`src/rtl/operand_shifter.sv`:
```
// -----------------------------------------------------------------------------
// operand_shifter
//
// Operand serializer for the Montgomery modular multiplier datapath. A WIDTH-bit
// operand is loaded and presented as NDIG = WIDTH/DIGIT digits of DIGIT bits,
// one digit per enabled cycle. The block tracks the number of digits remaining
// and flags the final one, so the MMM controller needs no iteration counter.
//
// Optional feature macro: OPERAND_SHIFTER_MSB_EN
//   defined   : i_msb_first port present, direction latched on load,
//               LSB-first and MSB-first streaming both supported.
//   undefined : LSB-first only, no i_msb_first port.
//
// Parameters
//   WIDTH  operand width in bits (>= 2)
//   DIGIT  bits emitted per shift (>= 1, divides WIDTH)
//
// Ports
//   i_clk        clock, rising edge
//   i_rst        synchronous active-high reset
//   i_clr        synchronous clear (per-operation restart), ignores i_en
//   i_en         cycle enable for load and shift
//   i_ld         load i_a (qualified by i_en)
//   i_a          operand to load
//   i_msb_first  direction select sampled on load (OPERAND_SHIFTER_MSB_EN only)
//   o_digit      current digit
//   o_valid      o_digit holds an unconsumed operand digit
//   o_last       current digit is the final one
//   o_cnt        digits remaining, including the current one
// -----------------------------------------------------------------------------
module operand_shifter #(
  parameter  int unsigned WIDTH = 10,
  parameter  int unsigned DIGIT = 1,
  localparam int unsigned NDIG  = WIDTH / DIGIT,
  localparam int unsigned CW    = $clog2(NDIG + 1)
) (
  input  logic             i_clk,
  input  logic             i_rst,
  input  logic             i_clr,
  input  logic             i_en,
  input  logic             i_ld,
  input  logic [WIDTH-1:0] i_a,
`ifdef OPERAND_SHIFTER_MSB_EN
  input  logic             i_msb_first,
`endif
  output logic [DIGIT-1:0] o_digit,
  output logic             o_valid,
  output logic             o_last,
  output logic [CW-1:0]    o_cnt
);

  // Elaboration-time parameter sanity checks.
  if (WIDTH < 2) begin : g_bad_width
    $error("operand_shifter: WIDTH must be >= 2");
  end
  if (DIGIT < 1 || (WIDTH % DIGIT) != 0) begin : g_bad_digit
    $error("operand_shifter: DIGIT must be >= 1 and divide WIDTH");
  end

  logic [WIDTH-1:0] r_sr;
  logic [CW-1:0]    r_cnt;
  logic             w_dir;       // effective direction: 1 = MSB-first
  logic [WIDTH-1:0] w_sr_shift;  // shift register after consuming one digit

`ifdef OPERAND_SHIFTER_MSB_EN
  logic r_dir;

  always_ff @(posedge i_clk) begin
    if (i_rst || i_clr) begin
      r_dir <= 1'b0;
    end else if (i_en && i_ld) begin
      r_dir <= i_msb_first;
    end
  end

  assign w_dir = r_dir;

  // Both directions zero-fill, so an exhausted stream leaves r_sr all-zero.
  assign w_sr_shift = r_dir ? (r_sr << DIGIT) : (r_sr >> DIGIT);
`else
  assign w_dir      = 1'b0;
  assign w_sr_shift = r_sr >> DIGIT;
`endif

  always_ff @(posedge i_clk) begin
    if (i_rst || i_clr) begin
      r_sr  <= '0;
      r_cnt <= '0;
    end else if (i_en) begin
      if (i_ld) begin
        // A load mid-stream silently restarts the stream.
        r_sr  <= i_a;
        r_cnt <= CW'(NDIG);
      end else if (r_cnt != '0) begin
        r_sr  <= w_sr_shift;
        r_cnt <= r_cnt - CW'(1);
      end
    end
  end

  assign o_digit = w_dir ? r_sr[WIDTH-1 -: DIGIT] : r_sr[DIGIT-1:0];
  assign o_valid = (r_cnt != '0);
  assign o_last  = (r_cnt == CW'(1));
  assign o_cnt   = r_cnt;

endmodule
```
`config.mk`:
```
export PLATFORM = sky130hd
export DESIGN_NAME = operand_shifter
export DESIGN_NICKNAME = d
export VERILOG_FILES = /design/src/rtl/operand_shifter.sv
export SDC_FILE = /design/constraint.sdc
export NUM_CORES = 1
export LEC_CHECK = 0
export BUFFER_PORTS_ARGS = -buffer_cell sky130_fd_sc_hd__buf_2
export CORE_MARGIN = 2
export CORE_UTILIZATION = 52
export DETAILED_ROUTE_END_ITERATION = 16
export PLACE_DENSITY = 0.8
export SETUP_SLACK_MARGIN = 0.4
export SLEW_MARGIN = 20
export SYNTH_ARGS = -nofsm -noshare
export SYNTH_HDL_FRONTEND = slang
export SYNTH_SLANG_ARGS = --single-unit
```
`constraint.sdc`:
```
create_clock -name i_clk -period 4.29 [get_ports i_clk]
set_input_delay 1.0725 -clock i_clk [delete_from_list [all_inputs] [get_ports i_clk]]
set_output_delay 1.0725 -clock i_clk [all_outputs]
set_load 0.02 [all_outputs]
```
==> results by group, run 1 <==
Clocking
  – Number of buffers added for setup after CTS: 0
  – Count of instances resized after the clock tree is built: 0
  – Clk sinks: 14
  – Clock Path Buffers: 2
  – Clock-pin slew reported for the worst setup and hold paths after clock tree synthesis: 0.08 ns
  – Hold buffer count at CTS: 0
  – CTS Buf Count: 3
  – TritonCTS clock tree: done
  – Root Buffer: sky130_fd_sc_hd__clkbuf_4
  – Maximum level of the CTS H-tree: 1
  – Worst skew pair latency: 0.27 ns

GRT
  – Congestion Overflow GR: 0
  – Antenna violations before repair: 0
  – Combined global-route utilization of all metal layers: 0.183
  – Vias in the first global route: 586
  – Global-route wire length before repair: 2500 um
  – Maximum number of pins on one net before global-route repair: 17

Routing
  – Average routed wire per standard cell: 13.1 um
  – DRC errors left: 0
  – Final WL: 1440 um
  – Routed length on met3: 67 um
  – Number of DRC markers after the initial detailed-route iteration: 11
  – Met1 wire length: 639 um
  – Wire length on met2: 716 um
  – Highest routed layer: met4
  – TritonRoute pass-1 iters: 4
  – Detailed-route vias per instance: 5.69
  – Vias after detailed routing: 626
  – Post-detailed-route count of antenna-violating nets: 0

Outcome
  – Outcome: completed

Timing
  – Number of hold violations in the final report: 0
  – Relative slew margins: 0.760
  – Achievable frequency: 0.424 GHz
  – Transition time at the pin with the least slew margin: 0.355 ns
  – Ratio of final minimum period to clock period: 0.549
  – RSZ-0062 raised after global routing: no
  – Time the worst path needs with I/O delays and setup: 2.36 ns
  – # setup viols final: 0
  – Final Slew Violations: 0
  – Final clock skew: 0.00210 ns
  – Final total negative setup slack: 0 ns
  – Worst hold margin: 0.462 ns

Floorplanning
  – Die area: 1760 sq um
  – Cell Rows: 13
  – Vertical die dimension: 42.0 um
  – Horizontal die dimension: 42.0 um
  – Starting density of the core: 0.569
  – Area of the core: 1320 sq um
  – Total I/O pin count: 22

Placement
  – Detailed placement HPWL: 1070 um
  – Inst Count DP: 106
  – Routability congestion estimate: 0.713
  – Number of input and output port buffers inserted: 21

Yosys
  – Count leader, synth: sky130_fd_sc_hd__dfxtp_1
  – Number of enable-type register cells in the synthesized netlist: 0
  – Dominant synthesized flop cell: sky130_fd_sc_hd__dfxtp_1
  – Sequential-to-total area share from yosys stat: 0.374
  – Async S/R FF share, synth: 0
  – Number of distinct library cells after synthesis: 25
  – Yosys synthesis warning count: 0
  – Top cells by count, synth: 14 x sky130_fd_sc_hd__dfxtp_1, 10 x sky130_fd_sc_hd__a21oi_1, 9 x sky130_fd_sc_hd__mux2i_1
  – Share of the synthesized area in the top cell type: 0.374
  – Post-synth net total: 93
  – Register bit total from synthesis: 14
  – Post-synthesis cell type with the largest combined area: sky130_fd_sc_hd__dfxtp_1
  – Per-instance average area after synthesis: 9.86 sq um
  – Post-synthesis instance total: 76
  – Largest cells by area after synthesis: sky130_fd_sc_hd__dfxtp_1 37%, sky130_fd_sc_hd__a211oi_2 13%, sky130_fd_sc_hd__mux2i_1 12%
  – Area of the mapped netlist: 749 sq um

Critical path
  – Startpoint class of the critical path: flip-flop
  – Worst-path cell chain: inv_1 > ha_1 > nand2_1 > buf_2
  – Max incr delay on CP: 0.43 ns
  – WP data arrival: 1.28 ns
  – WP data required: 3.22 ns
  – CP Class: flip-flop to output pin
  – Largest fanout on the critical path: 6
  – Worst setup EP type: output pin
  – Slowest stage cell, crit path: sky130_fd_sc_hd__dfxtp_1

Final layout
  – Layout cell share with drive strength beyond 1: 0.389
  – Synth-to-layout area growth: 16.2%
  – Layout Cells excl Fill: 110
  – Count of antenna diodes in the layout: 0
  – Total Nets Final: 113
  – Final Core Density: 0.661

Power
  – Power density cells: 326 nW/um^2
  – Leakage power total: 0.371 nW
  – Maximum VDD drop: 0.178 mV
  – Pwr Total: 284 uW

Hold path
  – Type of the most critical hold path: flip-flop to flip-flop

Run
  – Number of max-cap violations: 0
power by group:
part	switching (mW)	total, mW	internal [mW]
sequential	0.00336	0.138	0.135
combinational	0.0303	0.0518	0.0215
clock	0.0423	0.0939	0.0516
flip-flops by register name (all words and copies together) (netlist names):
register	count
r_sr	10
o_cnt	4
worst max-delay path: cells and delay by family (launching register included):
kind | cells | cell delay [ns]
buf+inv | 2 | 0.25
simple gates | 1 | 0.07
fa+ha+maj | 1 | 0.26
flops | 1 | 0.43
final cells by class:
type                            count  area [sq um]
Sequential cell                    14           280
Timing Repair Buffer               21           105
Clock buffer                        4          36.3
Tap cell                           15          18.8
Inverter                            4          15.0
Fill cell                         111           447
Multi-Input combinational cell     52           415
logic make-up after synthesis:
| group | count (synthesis) | synth area share |
|---|---|---|
| flops | 14 | 0.374 |
| simple gates | 15 | 0.120 |
| compound gates | 26 | 0.280 |
| fa+ha+maj | 2 | 0.0334 |
| mux | 9 | 0.120 |
| buf+inv | 10 | 0.0718 |
stage by stage:
stage | setup slack, ns | area [sq um]
finish | 1.93 | 871
global route | 1.86 | 871
CTS | 1.92 | 871
detailed placement | 1.78 | 835
global placement | 1.80 | 835
floorplan | 2.04 | 749
layout by cell type, fill, tap and decap left out:
master and instances:
sky130_fd_sc_hd__or2_2 1, sky130_fd_sc_hd__inv_1 4, sky130_fd_sc_hd__or4b_4 1, sky130_fd_sc_hd__ha_1 2
sky130_fd_sc_hd__nor2_1 5, sky130_fd_sc_hd__nor4bb_1 1, sky130_fd_sc_hd__mux2i_1 9, sky130_fd_sc_hd__nor4_1 1
sky130_fd_sc_hd__a311oi_1 1, sky130_fd_sc_hd__a22oi_1 1, sky130_fd_sc_hd__a211oi_2 8, sky130_fd_sc_hd__and2_1 1
sky130_fd_sc_hd__nand2_1 2, sky130_fd_sc_hd__nand4_1 2, sky130_fd_sc_hd__o21ai_0 2, sky130_fd_sc_hd__and2_4 1
sky130_fd_sc_hd__clkbuf_4 3, sky130_fd_sc_hd__buf_2 21, sky130_fd_sc_hd__a211oi_1 1, sky130_fd_sc_hd__clkbuf_8 1
sky130_fd_sc_hd__o21ai_1 1, sky130_fd_sc_hd__a221oi_1 1, sky130_fd_sc_hd__o31ai_2 1, sky130_fd_sc_hd__dfxtp_1 14
sky130_fd_sc_hd__a21oi_1 10
routing by layer:
metal  vias up  GRT usage
met2        17      0.291
met1       289      0.238
met4         0     0.0968
li1        318          -
met3         2     0.0261
met5         -          0
final timing paths:
kind / start / endpoint / slack (ns) / depth (start not counted)
hold reg to reg: r_sr[9] / r_sr[9] / 0.46 / 2
setup reg to reg: o_cnt[0] / o_cnt[1] / 2.41 / 5
setup / recovery: o_cnt[0] / o_valid / 1.93 / 4
hold / removal: r_sr[9] / r_sr[9] / 0.46 / 2
Note: power is estimated with default switching activity, not from simulation.
==> run 2, diff against run 1 <==
--- a/config.mk
+++ b/config.mk
@@ -5,11 +5,12 @@
 export SDC_FILE = /design/constraint.sdc
 export NUM_CORES = 1
 export LEC_CHECK = 0
+export ABC_AREA = 1
 export BUFFER_PORTS_ARGS = -buffer_cell sky130_fd_sc_hd__buf_2
 export CORE_MARGIN = 2
-export CORE_UTILIZATION = 52
+export CORE_UTILIZATION = 48
 export DETAILED_ROUTE_END_ITERATION = 16
-export PLACE_DENSITY = 0.8
+export PLACE_DENSITY = 0.75
 export SETUP_SLACK_MARGIN = 0.4
 export SLEW_MARGIN = 20
 export SYNTH_ARGS = -nofsm -noshare
==> constraint.sdc (replaced) <==
create_clock -name i_clk -period 2.45 [get_ports i_clk]
set_input_delay 0.6125 -clock i_clk [delete_from_list [all_inputs] [get_ports i_clk]]
set_output_delay 0.6125 -clock i_clk [all_outputs]
set_load 0.02 [all_outputs]
==> results by group, run 2 <==
Clocking
  – Clk sinks: 14
  – Maximum level of the CTS H-tree: 1
  – CTS Buf Count: 3
  – Count of instances resized after the clock tree is built: 0
  – Number of buffers added for setup after CTS: 0
  – Hold buffer count at CTS: 0
  – Root Buffer: sky130_fd_sc_hd__clkbuf_4
  – Clock Path Buffers: 2
  – Worst skew pair latency: 0.28 ns
  – TritonCTS clock tree: done
  – Clock-pin slew reported for the worst setup and hold paths after clock tree synthesis: 0.08 ns

Run
  – Number of max-cap violations: 0

Floorplanning
  – Vertical die dimension: 42.9 um
  – Horizontal die dimension: 42.9 um
  – Starting density of the core: 0.498
  – Cell Rows: 14
  – Area of the core: 1450 sq um
  – Total I/O pin count: 22
  – Die area: 1840 sq um

Critical path
  – Beginning of the worst register-to-register path: o_cnt[0]
  – WP data arrival: 1.27 ns
  – Largest fanout on the critical path: 4
  – Worst r2r dst: o_cnt[3]
  – Startpoint class of the critical path: flip-flop
  – Depth of the most critical reg-to-reg path: 7
  – CP Class: flip-flop to output pin
  – Worst setup EP type: output pin
  – Worst setup slack for register-to-register paths: 1.01 ns
  – WP data required: 1.84 ns

Final layout
  – Count of antenna diodes in the layout: 0
  – Commonest non-fill, non-tap cell in the layout: sky130_fd_sc_hd__nand2_1
  – Number of flip-flops under the largest register name: 10
  – Synth-to-layout area growth: 17.8%
  – Area of the multi-input gates: 389 sq um
  – Total Nets Final: 148
  – Commonest cells after routing, fill and taps aside: 37 x sky130_fd_sc_hd__nand2_1, 22 x sky130_fd_sc_hd__nor2_1, 21 x sky130_fd_sc_hd__buf_2
  – Sequential Area: 280 sq um
  – Filler Cells Inserted: 156
  – Reg with most FFs: r_sr
  – Layout cell share with drive strength beyond 1: 0.231

Power
  – Clock share of power: 0.330
  – Total internal power: 358 uW
  – Relative contribution of sequential cells to total power: 0.498
  – Maximum VDD drop: 0.292 mV
  – Portion of total power attributed to combinational logic: 0.172
  – Power density cells: 570 nW/um^2
  – Leakage power total: 0.434 nW
  – Switching power share of the total: 0.264
  – Switching power total: 128 uW

GRT
  – Antenna violations before repair: 0
  – Congestion Overflow GR: 0
  – Vias in the first global route: 633
  – Combined global-route utilization of all metal layers: 0.185
  – Maximum number of pins on one net before global-route repair: 17
  – Global-route wire length before repair: 2550 um

Yosys
  – Share of the synthesized area in the top cell type: 0.387
  – Number of enable-type register cells in the synthesized netlist: 0
  – Top cells by count, synth: 37 x sky130_fd_sc_hd__nand2_1, 22 x sky130_fd_sc_hd__nor2_1, 14 x sky130_fd_sc_hd__dfxtp_1
  – Number of distinct library cells after synthesis: 21
  – Post-synthesis instance total: 110
  – Count leader, synth: sky130_fd_sc_hd__nand2_1
  – Area of the mapped netlist: 724 sq um
  – Async S/R FF share, synth: 0
  – Dominant synthesized flop cell: sky130_fd_sc_hd__dfxtp_1
  – Post-synthesis cell type with the largest combined area: sky130_fd_sc_hd__dfxtp_1
  – Register bit total from synthesis: 14
  – Per-instance average area after synthesis: 6.59 sq um
  – Post-synth net total: 127
  – Largest cells by area after synthesis: sky130_fd_sc_hd__dfxtp_1 39%, sky130_fd_sc_hd__nand2_1 19%, sky130_fd_sc_hd__nor2_1 11%
  – Sequential-to-total area share from yosys stat: 0.387
  – Yosys synthesis warning count: 0

Timing
  – # setup viols final: 0
  – Number of hold violations in the final report: 0
  – Achievable frequency: 0.531 GHz
  – Final clock skew: 0.00368 ns
  – Final total negative setup slack: 0 ns
  – Transition time at the pin with the least slew margin: 0.616 ns
  – RSZ-0062 raised after global routing: no
  – Time the worst path needs with I/O delays and setup: 1.88 ns
  – Relative slew margins: 0.588
  – Worst hold margin: 0.473 ns
  – Ratio of final minimum period to clock period: 0.769
  – Final Slew Violations: 0

Placement
  – Detailed placement HPWL: 1120 um
  – Routability congestion estimate: 0.803
  – Number of input and output port buffers inserted: 21

Hold path
  – Type of the most critical hold path: flip-flop to flip-flop
  – Hold wc startpoint: r_sr[9]
  – Worst min-delay path endpoint: r_sr[9]
  – Depth of the worst hold-timing path: 2

Routing
  – Final WL: 1440 um
  – Detailed-route vias per instance: 4.79
  – Number of DRC markers after the initial detailed-route iteration: 12
  – DRC errors left: 0
  – Average routed wire per standard cell: 9.84 um
  – Post-detailed-route count of antenna-violating nets: 0
  – Vias after detailed routing: 699
  – TritonRoute pass-1 iters: 4

Outcome
  – Outcome: completed
run 2: logic make-up after synthesis:
family                     synth area share
and+or+nand+nor                       0.394
xor gates and xnor gates             0.0121
AOI/OAI and AO/OA                    0.0967
adders and majority gates            0.0345
buffers and inverters                0.0760
DFF                                   0.387
run 2: worst max path at each step:
stage              from       to
6_report       o_cnt[0]  o_valid
5_1_grt        o_cnt[0]  o_valid
4_1_cts        o_cnt[0]  o_valid
3_5_place_dp       i_ld  r_sr[7]
3_3_place_gp       i_ld  r_sr[6]
2_1_floorplan  o_cnt[0]   o_last
run 2: stage by stage:
step           instance area, sq um  setup slack, ns  total power [mW]  instances   util
6_report                        853            0.567             0.487        146  0.587
5_1_grt                         853            0.460             0.520        146  0.587
4_1_cts                         853            0.553             0.494        146  0.587
3_5_place_dp                    817            0.769             0.332        142  0.562
3_3_place_gp                    817            0.793             0.330        142  0.562
2_1_floorplan                   724            0.676             0.311        110      -
run 2: power groups by stage:
stage / sequential (mW) / combinational [mW] / clock (mW)
global placement: 0.248 / 0.0828 / 0
finish: 0.242 / 0.0838 / 0.161
detailed placement: 0.248 / 0.0841 / 0
CTS: 0.242 / 0.0842 / 0.167
floorplan: 0.250 / 0.0606 / 0
global route: 0.243 / 0.0970 / 0.179
run 2: layout make-up:
cell class / count / area share
multi-input cells: 85 / 0.456
well taps: 16 / 0.0235
inverters: 6 / 0.0264
clock buffers: 4 / 0.0425
repair buffers: 21 / 0.123
flip-flops and latches: 14 / 0.328
run 2: metal layers:
layer | track usage | wire [um]
met2 | 0.300 | 693
met5 | 0 | 0
met4 | 0.0563 | 20
met3 | 0.0766 | 74
met1 | 0.221 | 647
run 2: worst max-delay path, stage by stage (launching register included):
cell and delay, ns:
sky130_fd_sc_hd__dfxtp_1 0.38, sky130_fd_sc_hd__inv_1 0.10, sky130_fd_sc_hd__ha_1 0.26, sky130_fd_sc_hd__nand2_1 0.10
sky130_fd_sc_hd__buf_2 0.16
==> run 3, diff against run 2 <==
--- a/config.mk
+++ b/config.mk
@@ -8,9 +8,9 @@
 export ABC_AREA = 1
 export BUFFER_PORTS_ARGS = -buffer_cell sky130_fd_sc_hd__buf_2
 export CORE_MARGIN = 2
-export CORE_UTILIZATION = 48
+export CORE_UTILIZATION = 44
 export DETAILED_ROUTE_END_ITERATION = 16
-export PLACE_DENSITY = 0.75
+export PLACE_DENSITY = 0.73
 export SETUP_SLACK_MARGIN = 0.4
 export SLEW_MARGIN = 20
 export SYNTH_ARGS = -nofsm -noshare
==> constraint.sdc (replaced) <==
create_clock -name i_clk -period 1.5 [get_ports i_clk]
set_input_delay 0.375 -clock i_clk [delete_from_list [all_inputs] [get_ports i_clk]]
set_output_delay 0.375 -clock i_clk [all_outputs]
set_load 0.02 [all_outputs]
==> results by group, run 3 (synthesis gave the netlist of run 2 again) <==
GRT
  – Vias in the first global route: 730
  – Global-route wire length before repair: 3110 um
  – Maximum number of pins on one net before global-route repair: 14
  – Combined global-route utilization of all metal layers: 0.219
  – Antenna violations before repair: 0
  – Congestion Overflow GR: 0

Routing
  – Final WL: 2110 um
  – Average routed wire per standard cell: 13.5 um
  – Post-detailed-route count of antenna-violating nets: 0
  – Detailed-route vias per instance: 5.36
  – Number of DRC markers after the initial detailed-route iteration: 16
  – Vias after detailed routing: 842
  – DRC errors left: 0
  – TritonRoute pass-1 iters: 4

Critical path
  – WP data arrival: 1.13 ns
  – Slowest stage cell, crit path: sky130_fd_sc_hd__dfxtp_4
  – Worst setup slack for register-to-register paths: 0.15 ns
  – Startpoint class of the critical path: flip-flop
  – WP data required: 1.12 ns
  – Worst-path cell chain: inv_4 > ha_4 > nor3b_4 > buf_6
  – CP Class: flip-flop to output pin
  – Worst setup EP type: output pin
  – Timing startpoint of the critical path: o_cnt[1]
  – Worst r2r dst: o_cnt[0]
  – Largest fanout on the critical path: 2
  – Max incr delay on CP: 0.36 ns
  – Beginning of the worst register-to-register path: o_cnt[0]
  – Depth of the most critical reg-to-reg path: 8

Placement
  – Routability congestion estimate: 0.735
  – Number of input and output port buffers inserted: 21
  – Detailed placement HPWL: 1130 um
  – Inst Count DP: 145
  – Placed instance area: 898 sq um

Floorplanning
  – Die area: 1990 sq um
  – Total I/O pin count: 22
  – Cell Rows: 14
  – Vertical die dimension: 44.6 um
  – Horizontal die dimension: 44.6 um
  – Starting density of the core: 0.475
  – Area of the core: 1520 sq um

Final layout
  – Reg with most FFs: r_sr
  – Layout cell share with drive strength beyond 1: 0.511
  – Layout Cells excl Fill: 157
  – Area of the multi-input gates: 607 sq um
  – Filler Cells Inserted: 100
  – Total Nets Final: 159
  – Number of flip-flops under the largest register name: 10
  – Commonest cells after routing, fill and taps aside: 34 x sky130_fd_sc_hd__nand2_1, 14 x sky130_fd_sc_hd__buf_2, 11 x sky130_fd_sc_hd__nor2_1
  – Sequential Area: 297 sq um
  – Layout Cell Area excl Fill: 1220 sq um
  – Commonest non-fill, non-tap cell in the layout: sky130_fd_sc_hd__nand2_1
  – Count of antenna diodes in the layout: 0
  – Synth-to-layout area growth: 68.2%

Timing
  – Time the worst path needs with I/O delays and setup: 1.50 ns
  – Final total negative setup slack: -0.00162 ns
  – Transition time at the pin with the least slew margin: 0.306 ns
  – # setup viols final: 1
  – Final Slew Violations: 0
  – Achievable frequency: 0.666 GHz
  – Ratio of final minimum period to clock period: 1.00
  – RSZ-0062 raised after global routing: yes
  – Final clock skew: 0.00507 ns
  – Number of hold violations in the final report: 0
  – Crit path setup slack, layout: -0.00162 ns
  – Relative slew margins: 0.796

Clocking
  – Clock Path Buffers: 2
  – Root Buffer: sky130_fd_sc_hd__clkbuf_4
  – CTS Buf Count: 3
  – Clock-pin slew reported for the worst setup and hold paths after clock tree synthesis: 0.08 ns
  – Maximum level of the CTS H-tree: 1
  – Clk sinks: 14
  – TritonCTS clock tree: done
  – Worst skew pair latency: 0.28 ns

Power
  – Leakage power total: 0.533 nW
  – Total internal power: 594 uW
  – Clock share of power: 0.248
  – Relative contribution of sequential cells to total power: 0.457
  – Switching power total: 282 uW
  – Maximum VDD drop: 0.635 mV
  – Power density cells: 718 nW/um^2
  – Portion of total power attributed to combinational logic: 0.295
  – Switching power share of the total: 0.322

Hold path
  – Worst min-delay path endpoint: r_sr[9]
  – Type of the most critical hold path: primary input to flip-flop
  – Hold wc startpoint: i_a[9]
  – Depth of the worst hold-timing path: 3

Outcome
  – Violations in the final reports: negative setup slack
  – Outcome: finished with violations

Run
  – Number of max-cap violations: 0
-- run 3: cell type report --
type / count / area share
sequential: 14 / 0.243
inverter: 6 / 0.0329
clock buffer: 4 / 0.0216
timing repair inverter: 1 / 0.0133
tap: 16 / 0.0164
multi-input combinational: 87 / 0.498
timing repair buffer: 29 / 0.175
-- run 3: metrics by stage --
step	util	setup slack, ns	power (mW)	hold slack, ns
6_report	0.800	-0.00162	0.875	0.413
5_1_grt	0.800	-0.0551	0.936	0.406
4_1_cts	0.697	-0.0153	0.822	0.377
3_5_place_dp	0.589	0.242	0.559	0.469
3_3_place_gp	0.589	0.252	0.557	0.467
2_1_floorplan	-	0.311	0.518	0.437
-- run 3: power groups by stage --
stage               combinational, mW  clock (mW)  sequential [mW]
floorplan                       0.109           0            0.409
global placement                0.153           0            0.405
detailed placement              0.155           0            0.405
CTS                             0.203       0.225            0.394
global route                    0.281       0.253            0.401
finish                          0.258       0.218            0.400
-- run 3: critical path: cells and delay by family, from the launching register on --
kind                       cells  cell delay, ns
adders and majority gates      1            0.11
DFF                            1            0.36
buffers and inverters          2            0.21
and+or+nand+nor                1            0.17
-- run 3: worst max path at each step --
stage | to | cells past startpoint
finish | o_last | 4
global route | o_last | 4
CTS | o_last | 4
detailed placement | o_cnt[3] | 7
global placement | o_cnt[1] | 7
floorplan | o_last | 3
-- run 3: routing by layer --
layer	track usage	vias to the layer above	wire [um]
li1	-	416	-
met1	0.275	392	882
met2	0.345	27	1090
met3	0.0653	7	100
met4	0.0970	0	38
met5	0	-	0
-- run 3: timing repair --
action	in CTS	in global routing
cloned	3	0
endpoints found under the setup margin	21	21
pin swaps	9	9
resized for setup	32	34
buffers inserted	3	2
hold buffers	0	0
